===== config.mk =====
export PLATFORM = sky130hd
export DESIGN_NAME = hdlc_protocol_monitor
export DESIGN_NICKNAME = d
export VERILOG_FILES = /design/src/rtl/hdlc_mon_pkg.sv /design/src/rtl/hdlc_mon_delay_check.sv /design/src/rtl/hdlc_protocol_monitor.sv
export SDC_FILE = /design/constraint.sdc
export NUM_CORES = 1
export LEC_CHECK = 0
export CAP_MARGIN = 10
export CELL_PAD_IN_SITES_DETAIL_PLACEMENT = 1
export CELL_PAD_IN_SITES_GLOBAL_PLACEMENT = 2
export CORE_MARGIN = 3
export CORE_UTILIZATION = 36
export CTS_BUF_LIST = sky130_fd_sc_hd__clkbuf_8
export CTS_CLUSTER_SIZE = 28
export DETAILED_ROUTE_END_ITERATION = 10
export GPL_ROUTABILITY_DRIVEN = 0
export HOLD_SLACK_MARGIN = 0.03
export PLACE_DENSITY_LB_ADDON = 0.1
export SYNTH_ARGS = -nofsm -noshare
export SYNTH_HDL_FRONTEND = slang
export SYNTH_SLANG_ARGS = --single-unit

===== constraint.sdc =====
create_clock -name Clk -period 7.1 [get_ports Clk]
set_clock_uncertainty 0.2 [all_clocks]
set_input_delay 1.775 -clock Clk [delete_from_list [all_inputs] [get_ports Clk]]
set_output_delay 1.775 -clock Clk [all_outputs]
set_load 0.01 [all_outputs]

===== src/rtl/hdlc_mon_pkg.sv =====
// Shared definitions for the HDLC protocol monitor: check indices, the flag
// pattern and the Tx-abort checker state encoding.
package hdlc_mon_pkg;

  localparam int unsigned NUM_CHECKS   = 4;
  localparam int unsigned CHK_FLAG     = 0;
  localparam int unsigned CHK_ABORTSIG = 1;
  localparam int unsigned CHK_TXABORT  = 2;
  localparam int unsigned CHK_OVERFLOW = 3;

  localparam logic [7:0] FLAG_PATTERN = 8'b0111_1110;

  typedef enum logic [1:0] {
    TXA_IDLE,
    TXA_EXP_ZERO,
    TXA_EXP_ONES
  } txa_state_t;

endpackage


===== src/rtl/hdlc_mon_delay_check.sv =====
// Fixed-latency implication check: an antecedent at t resolves against the
// consequent at t+LATENCY; overlapping attempts each occupy one pipe bit.
module hdlc_mon_delay_check #(
  parameter int unsigned LATENCY = 1
) (
  input  logic i_clk,
  input  logic i_rst,
  input  logic i_start,
  input  logic i_cons,
  output logic o_pass,
  output logic o_fail
);

  logic [LATENCY-1:0] r_pipe;

  always_ff @(posedge i_clk or posedge i_rst) begin
    if (i_rst) begin
      r_pipe <= '0;
    end else begin
      r_pipe[0] <= i_start;
      for (int unsigned k = 1; k < LATENCY; k++) begin
        r_pipe[k] <= r_pipe[k-1];
      end
    end
  end

  assign o_pass = r_pipe[LATENCY-1] &  i_cons;
  assign o_fail = r_pipe[LATENCY-1] & ~i_cons;

endmodule


===== src/rtl/hdlc_protocol_monitor.sv =====
// Synthesizable HDLC link monitor: flag-detect, abort-signal, Tx abort pattern
// and overflow checks with sticky/pulsed errors and saturating counters.
module hdlc_protocol_monitor
  import hdlc_mon_pkg::*;
#(
  parameter int unsigned FLAG_DET_LATENCY  = 2,
  parameter int unsigned ABORT_SIG_LATENCY = 1,
  parameter int unsigned ABORT_ONES        = 7,
  parameter int unsigned CNT_WIDTH         = 16
) (
  input  logic                 Clk,
  input  logic                 Rst,
  input  logic                 Enable,
  input  logic                 Clear,
  input  logic                 Rx,
  input  logic                 Tx,
  input  logic                 Rx_FlagDetect,
  input  logic                 Rx_ValidFrame,
  input  logic                 Rx_AbortDetect,
  input  logic                 Rx_AbortSignal,
  input  logic                 Rx_Overflow,
  input  logic                 Tx_AbortFrame,
  input  logic [1:0]           Cnt_Sel,
  output logic [3:0]           Err_Pulse,
  output logic [3:0]           Err_Sticky,
  output logic [CNT_WIDTH-1:0] ErrCnt,
  output logic [CNT_WIDTH-1:0] PassCnt,
  output logic [CNT_WIDTH-1:0] Sel_PassCnt,
  output logic [CNT_WIDTH-1:0] Sel_FailCnt
);

  localparam int unsigned ONES_W = (ABORT_ONES > 1) ? $clog2(ABORT_ONES + 1) : 1;
  localparam logic [ONES_W-1:0] ONES_LAST = ONES_W'(ABORT_ONES - 1);

  logic [NUM_CHECKS-1:0] w_pass, w_fail;
  logic [6:0]            r_rx_hist;
  logic [7:0]            w_rx_win;
  txa_state_t            r_txa_state;
  logic [ONES_W-1:0]     r_ones_cnt;
  logic                  r_prev_abort;
  logic                  w_tx_rise, w_tx_pass, w_tx_fail, w_ovf;
  logic [NUM_CHECKS-1:0] r_sticky;
  logic [CNT_WIDTH-1:0]  r_pass_cnt [NUM_CHECKS];
  logic [CNT_WIDTH-1:0]  r_fail_cnt [NUM_CHECKS];
  logic [CNT_WIDTH-1:0]  r_err_tot, r_pass_tot;

  // Window is the seven previous Rx bits plus the current one, oldest in the MSB.
  assign w_rx_win = {r_rx_hist, Rx};

  always_ff @(posedge Clk or posedge Rst) begin
    if (Rst) r_rx_hist <= '1;
    else     r_rx_hist <= w_rx_win[6:0];
  end

  hdlc_mon_delay_check #(.LATENCY(FLAG_DET_LATENCY)) u_flag_chk (
    .i_clk   (Clk),
    .i_rst   (Rst),
    .i_start (Enable && (w_rx_win == FLAG_PATTERN)),
    .i_cons  (Rx_FlagDetect),
    .o_pass  (w_pass[CHK_FLAG]),
    .o_fail  (w_fail[CHK_FLAG])
  );

  hdlc_mon_delay_check #(.LATENCY(ABORT_SIG_LATENCY)) u_abort_chk (
    .i_clk   (Clk),
    .i_rst   (Rst),
    .i_start (Enable && Rx_AbortDetect && Rx_ValidFrame),
    .i_cons  (Rx_AbortSignal),
    .o_pass  (w_pass[CHK_ABORTSIG]),
    .o_fail  (w_fail[CHK_ABORTSIG])
  );

  assign w_tx_rise = Enable & Tx_AbortFrame & ~r_prev_abort;

  // A fresh rising edge abandons the in-flight attempt without resolving it.
  always_comb begin
    w_tx_pass = 1'b0;
    w_tx_fail = 1'b0;
    if (!w_tx_rise) begin
      case (r_txa_state)
        TXA_EXP_ZERO: w_tx_fail = Tx;
        TXA_EXP_ONES: begin
          if (Tx) w_tx_pass = (r_ones_cnt == ONES_LAST);
          else    w_tx_fail = 1'b1;
        end
        default: ;
      endcase
    end
  end

  always_ff @(posedge Clk or posedge Rst) begin
    if (Rst) begin
      r_txa_state  <= TXA_IDLE;
      r_ones_cnt   <= '0;
      r_prev_abort <= 1'b1;
    end else begin
      r_prev_abort <= Tx_AbortFrame;
      if (w_tx_rise) begin
        r_txa_state <= TXA_EXP_ZERO;
      end else begin
        case (r_txa_state)
          TXA_EXP_ZERO: begin
            r_ones_cnt  <= '0;
            r_txa_state <= Tx ? TXA_IDLE : TXA_EXP_ONES;
          end
          TXA_EXP_ONES: begin
            if (!Tx || w_tx_pass) r_txa_state <= TXA_IDLE;
            else                  r_ones_cnt  <= r_ones_cnt + 1'b1;
          end
          default: r_txa_state <= TXA_IDLE;
        endcase
      end
    end
  end

  assign w_pass[CHK_TXABORT]  = w_tx_pass;
  assign w_fail[CHK_TXABORT]  = w_tx_fail;
  assign w_ovf                = Enable & Rx_Overflow;
  assign w_pass[CHK_OVERFLOW] = w_ovf &  Rx_ValidFrame;
  assign w_fail[CHK_OVERFLOW] = w_ovf & ~Rx_ValidFrame;

  function automatic logic [CNT_WIDTH-1:0] sat_add(input logic [CNT_WIDTH-1:0] a,
                                                   input logic [2:0]           b);
    logic [CNT_WIDTH:0] s;
    s = {1'b0, a} + (CNT_WIDTH + 1)'(b);
    return s[CNT_WIDTH] ? '1 : s[CNT_WIDTH-1:0];
  endfunction

  always_ff @(posedge Clk or posedge Rst) begin
    if (Rst) begin
      r_sticky   <= '0;
      r_err_tot  <= '0;
      r_pass_tot <= '0;
      for (int unsigned i = 0; i < NUM_CHECKS; i++) begin
        r_pass_cnt[i] <= '0;
        r_fail_cnt[i] <= '0;
      end
    end else if (Clear) begin
      r_sticky   <= '0;
      r_err_tot  <= '0;
      r_pass_tot <= '0;
      for (int unsigned i = 0; i < NUM_CHECKS; i++) begin
        r_pass_cnt[i] <= '0;
        r_fail_cnt[i] <= '0;
      end
    end else begin
      r_sticky   <= r_sticky | w_fail;
      r_err_tot  <= sat_add(r_err_tot,  3'($countones(w_fail)));
      r_pass_tot <= sat_add(r_pass_tot, 3'($countones(w_pass)));
      for (int unsigned i = 0; i < NUM_CHECKS; i++) begin
        r_pass_cnt[i] <= sat_add(r_pass_cnt[i], {2'b00, w_pass[i]});
        r_fail_cnt[i] <= sat_add(r_fail_cnt[i], {2'b00, w_fail[i]});
      end
    end
  end

  assign Err_Pulse   = w_fail;
  assign Err_Sticky  = r_sticky | w_fail;
  assign ErrCnt      = r_err_tot;
  assign PassCnt     = r_pass_tot;
  assign Sel_PassCnt = r_pass_cnt[Cnt_Sel];
  assign Sel_FailCnt = r_fail_cnt[Cnt_Sel];

endmodule


==> impl_metrics.toml, run 1 <==
[synthesis]
synth-seq-area-share = 0.457
synth-edff-count = 0
synth_area_um2 = 9880
synth_cell_types = 52
synth.avg_cell_area_um2 = 10.4
synth-async-reset-ratio = 1.00
yosys_warnings = 0
ys.flop_type = "dfrtp_1"
syn_nets = 995
synth_cells = 955
ys_ff_latch = 180

[die]
fp.dieH_um = 172
die_w_um = 172
start_util = 0.367
rows = 60
fp.dieArea_um2 = 29500
core_area_um2 = 27000
boundaryPins = 86

[drt]
drcViolationCount = 0
vias = 7801
ant_nets = 0
dr.first_iter.drc_count = 511
avgRoutedWirePerCell_um = 20.6
first_pass_iters = 5
drt-vias-per-instance = 5.70
drt_wl_total_um = 28200

[cts]
cts_tree = "done"
htree_num_levels = 4
clock_latency_ps = 480
cts_root_buffer = "clkbuf_8"
numCtsBuffers = 17
clock-sinks = 180
cts_setup_buffers = 0
clk_pin_slew_ps = 120
cts_resized = 0
clk_path_buf_depth = 2
cts_hold_buf = 0

[critical_path]
startpoint_type = "input pin"
required_ps = 5120
arrival_ps = 3810
worstSetupEndpointType = "primary output"
crit_type = "in -> out"
reg2reg_from = "r_txa_state[0]"
startpoint = "Enable"
worstPathMaxFanout = 7

[timing]
finalSetupTns_ps = 0
slew_headroom = 0.517
min_period_ps = 5780
setup_viol = 0
fmaxAchievable_mhz = 173
hold_ws_ps = 154
grt_setup_unrepaired = "no"
tightest_slew_ps = 719
period_share = 0.814
slew_violations = 0
hold_viol_final = 0

[cells_and_area]
diodes = 0
drive_gt1_frac = 0.101
nets = 1055
area_delta_synth_final_pct = 15.3
fin_area_um2 = 11400

[grt]
grt_antenna_before_repair = 0
grt.total_usage = 0.199
grt_overflow_total = 0
grt_max_degree = 98
grt_pass1_wl_um = 46300
grt_pass1_vias = 8087

[power]
pwr-share-seq = 0.553
switching_share = 0.276
clkPwrFrac = 0.394
power_density_nw_per_um2 = 165
p_leak_nw = 4.51
vdd_drop_max_mv = 0.0980
p_switching_w = 0.000519
comb_power_share = 0.053
p_int_w = 0.00136

[run]
drv_cap = 0

[placement]
placed_cell_area_um2 = 11000
dp_hpwl_um = 19700
io_buffers = 85

[worst_hold_path]
hp-class = "reg -> reg"
hold_path_startpoint = "r_rx_hist[2]"

[outcome]
outcome = "finished, final reports clean"
-- path summary, 6_finish.rpt --
kind                       slack, ps  depth (start not counted)       endpoint
setup / recovery                1320                          5  Err_Sticky[2]
hold / removal                   150                          0   r_rx_hist[3]
setup reg to reg                3190                         12      ErrCnt[0]
hold reg to reg                  150                          0   r_rx_hist[3]
max in group asynchronous       3910                          3  r_fail_cnt[4]
min in group asynchronous       1570                          2  r_pass_cnt[2]
-- cell families (layout without fill, tap and decap cells) --
logic type,Yosys count,after routing,share of synthesized area
buffers and inverters,89,162,0.0366
xor gates and xnor gates,86,86,0.0762
DFF,180,180,0.457
muxes,36,36,0.0770
AOI/OAI and AO/OA,219,219,0.132
and+or+nand+nor,319,319,0.186
adders and majority gates,26,26,0.0359
-- layout by cell type, fill, tap and decap left out, types with 30 or more instances in the layout --
cell type | synthesis | final
dfrtp_1 | 172 | 172
inv_1 | 39 | 39
clkdlybuf4s50_1 | 0 | 83
nand3_1 | 31 | 31
xor2_1 | 39 | 39
nand4_1 | 48 | 48
xnor2_1 | 47 | 47
a21oi_1 | 120 | 120
nor3_1 | 30 | 30
nand2_1 | 54 | 54
nor2_1 | 33 | 33
mux4_2 | 32 | 32
-- synth_stat cells (4+ instances only) --
cell / count / share of area
nand3_1: 31 / 0.016
nand4_1: 48 / 0.030
nor3_1: 30 / 0.015
a211oi_1: 8 / 0.0061
dfstp_2: 8 / 0.021
nor4_1: 14 / 0.0089
dfrtp_1: 172 / 0.44
and3_1: 16 / 0.010
xor2_1: 39 / 0.035
buf_2: 10 / 0.0051
or2_2: 9 / 0.0057
fa_1: 4 / 0.0081
o21ai_0: 23 / 0.012
mux2i_1: 4 / 0.0041
and2_1: 13 / 0.0082
nor4bb_1: 5 / 0.0051
a21oi_1: 120 / 0.061
xnor2_1: 47 / 0.042
a31o_2: 8 / 0.0071
and4_1: 29 / 0.026
nor2b_1: 15 / 0.0095
a311oi_1: 11 / 0.0097
clkbuf_1: 32 / 0.012
inv_1: 39 / 0.015
ha_1: 22 / 0.028
a41o_1: 4 / 0.0041
o21bai_1: 5 / 0.0038
mux4_2: 32 / 0.073
a31oi_1: 29 / 0.018
nand2b_1: 4 / 0.0025
nor2_1: 33 / 0.013
nand2_1: 54 / 0.021
-- flip-flops by register name (all words and copies together), names as in the netlist --
register / cells
PassCnt: 16
u_abort_chk.r_pipe: 1
r_ones_cnt: 3
r_rx_hist: 7
ErrCnt: 16
r_pass_cnt: 64
r_fail_cnt: 64
r_sticky: 4
r_txa_state: 2
u_flag_chk.r_pipe: 2
r_prev_abort: 1
-- stage by stage --
stage	cells	worst slack [ps]	total power [W]	utilization
after floorplan	955	251	0.00112	-
after global routing	1369	1160	0.00198	0.423
final	1369	1320	0.00188	0.423
after CTS	1369	1260	0.00192	0.423
after detailed placement	1337	1290	0.00116	0.408
after global placement	1337	1350	0.00116	0.408
-- area by class of cell --
type                       count  area (um^2)
fill                        2997        15600
multi-input combinational    686         5010
sequential                   180         4510
timing repair buffer          91          888
tap                          341          427
clock buffer                  17          234
clock inverter                15          166
inverter                      39          154
-- routing by layer --
layer | part of all wire | vias up | global-route usage
li1 | - | 3670 | -
met1 | 0.50 | 3996 | 0.298
met2 | 0.46 | 121 | 0.304
met3 | 0.033 | 14 | 0.0356
met4 | 0.0087 | 0 | 0.0388
met5 | 0 | - | 0
-- power by group through the flow --
| stage | clock [W] | combinational, W | sequential (W) |
|---|---|---|---|
| 2_1_floorplan | 0 | 0.0000637 | 0.00106 |
| 3_3_place_gp | 0 | 0.000103 | 0.00106 |
| 3_5_place_dp | 0 | 0.000103 | 0.00106 |
| 4_1_cts | 0.000776 | 0.000104 | 0.00104 |
| 5_1_grt | 0.000822 | 0.000114 | 0.00104 |
| 6_report | 0.000743 | 0.0000999 | 0.00104 |
-- critical path, stage by stage --
cell	delay [ps]
clkdlybuf4s50_1	520
and3b_1	320
nor2_1	430
or2_2	210
clkdlybuf4s50_1	540
Power figures use the tool's default switching activity.
==> inputs of run 2 (changes only) <==
Clock period 7.1 ns to 5 ns, I/O delays scaled along.
==> run 2 against run 1 <==
Core utilization grew 0.32 points. Die area is the same. Non-clock buffer count grew 8. Global-route usage shrank 0.24 points. Power grew 40%. Largest cell class unchanged. Clock-buffer cell count grew 4. Critical endpoint unchanged. Final area grew 0.75%. Combinational power grew 47%. Worst hold slack gained 8.1 ps. Clock power grew 36%. Worst setup slack lost 1000 ps.
==> impl_metrics.toml, run 2 (synthesized netlist as in run 1, its figures left out) <==
[cts]
cts_resized = 0
clock-sinks = 180
clock_latency_ps = 490
numCtsBuffers = 17
cts_setup_buffers = 0
htree_num_levels = 4
cts_root_buffer = "clkbuf_8"
cts_hold_buf = 0
clk_path_buf_depth = 2
cts_tree = "done"
clk_pin_slew_ps = 90

[critical_path]
worstPathMaxFanout = 7
regToRegSetupSlack_ps = 1440
startpoint_type = "input pin"
arrival_ps = 3270
required_ps = 3550
worstSetupEndpointType = "primary output"
crit_type = "in -> out"

[drt]
drcViolationCount = 0
first_pass_iters = 4
drt-vias-per-instance = 5.66
vias = 7798
drt_wl_total_um = 27500
ant_nets = 0
avgRoutedWirePerCell_um = 20.0
dr.first_iter.drc_count = 449

[run]
drv_cap = 0

[timing]
min_period_ps = 4720
slew_violations = 0
fmaxAchievable_mhz = 212
tightest_slew_ps = 1050
period_share = 0.945
setup_viol = 0
grt_setup_unrepaired = "no"
finalSetupTns_ps = 0
slew_headroom = 0.297
hold_viol_final = 0

[cells_and_area]
final_common_cell = "dfrtp_1"
drive_gt1_frac = 0.109
area_delta_synth_final_pct = 16.1
diodes = 0
post-route-util = 0.426
nets = 1063
top_regs = "r_fail_cnt: 64 flops, r_pass_cnt: 64 flops"
fillCellCount = 2972
layout_common_cells = "dfrtp_1, a21oi_1, clkdlybuf4s50_1"

[placement]
io_buffers = 85
dp_hpwl_um = 18800

[die]
rows = 60
fp.dieH_um = 172
fp.dieArea_um2 = 29500
boundaryPins = 86
core_area_um2 = 27000
start_util = 0.367
die_w_um = 172

[grt]
grt_max_degree = 181
grt_antenna_before_repair = 0
grt_pass1_wl_um = 46200
grt.total_usage = 0.197
grt_overflow_total = 0
grt_pass1_vias = 8160

[power]
power_density_nw_per_um2 = 229
p_leak_nw = 4.55
vdd_drop_max_mv = 0.130

[outcome]
outcome = "finished, final reports clean"

[worst_hold_path]
hp-class = "reg -> reg"
run 2: changes by cell type in the layout (fill, tap and decap cells not counted), moves of 2 or more:
cell      previous run  this run
clkbuf_8            17        21
buf_12               0         4
inv_8                6         1
buf_4                7        11
clkinv_2             0         2
run 2: final timing paths:
| kind | from | end | cells past startpoint |
|---|---|---|---|
| setup / recovery | Enable | Err_Sticky[2] | 5 |
| hold / removal | u_flag_chk.r_pipe[0] | u_flag_chk.r_pipe[1] | 0 |
| setup reg to reg | r_txa_state[0] | ErrCnt[0] | 12 |
| hold reg to reg | u_flag_chk.r_pipe[0] | u_flag_chk.r_pipe[1] | 0 |
| max in group asynchronous | Rst | ErrCnt[15] | 3 |
| min in group asynchronous | Rst | r_pass_cnt[49] | 3 |
run 2: cell type report:
cell class | instances | area [um^2] | share of cell area
Clock buffer | 21 | 289 | 0.0252
Clock inverter | 11 | 90.1 | 0.00785
Multi-Input combinational cell | 686 | 5010 | 0.436
Tap cell | 341 | 427 | 0.0372
Sequential cell | 180 | 4510 | 0.393
Timing Repair Buffer | 99 | 998 | 0.0870
Inverter | 39 | 150 | 0.0131
run 2: per-layer routing:
layer | GRT usage | wire (um)
met5 | 0 | 0
met4 | 0.0416 | 210
met3 | 0.0347 | 816
met2 | 0.296 | 12300
met1 | 0.297 | 14200
run 2: through the flow:
stage / cells / power [W] / area (um^2) / setup slack [ps] / hold WS (ps)
after floorplan: 955 / 0.00160 / 9890 / 1040 / 131
after global placement: 1345 / 0.00166 / 11100 / 207 / 141
after detailed placement: 1345 / 0.00166 / 11100 / 94.5 / 137
after CTS: 1377 / 0.00267 / 11500 / 196 / 164
after global routing: 1377 / 0.00276 / 11500 / 114 / 179
final: 1377 / 0.00263 / 11500 / 277 / 162
run 2: report_power, final:
part,total [W],internal [W],switching (W)
clock network,0.00101,0.000408,0.000600
logic,0.000147,0.0000529,0.0000939
registers,0.00148,0.00147,0.00000900
total,0.00263,0.00193,0.000703
run 2: worst max-delay path, cell delays in order:
cell,delay [ps]
clkdlybuf4s50_1,510
and3b_1,310
nor2_1,450
or2_2,210
clkdlybuf4s50_1,530
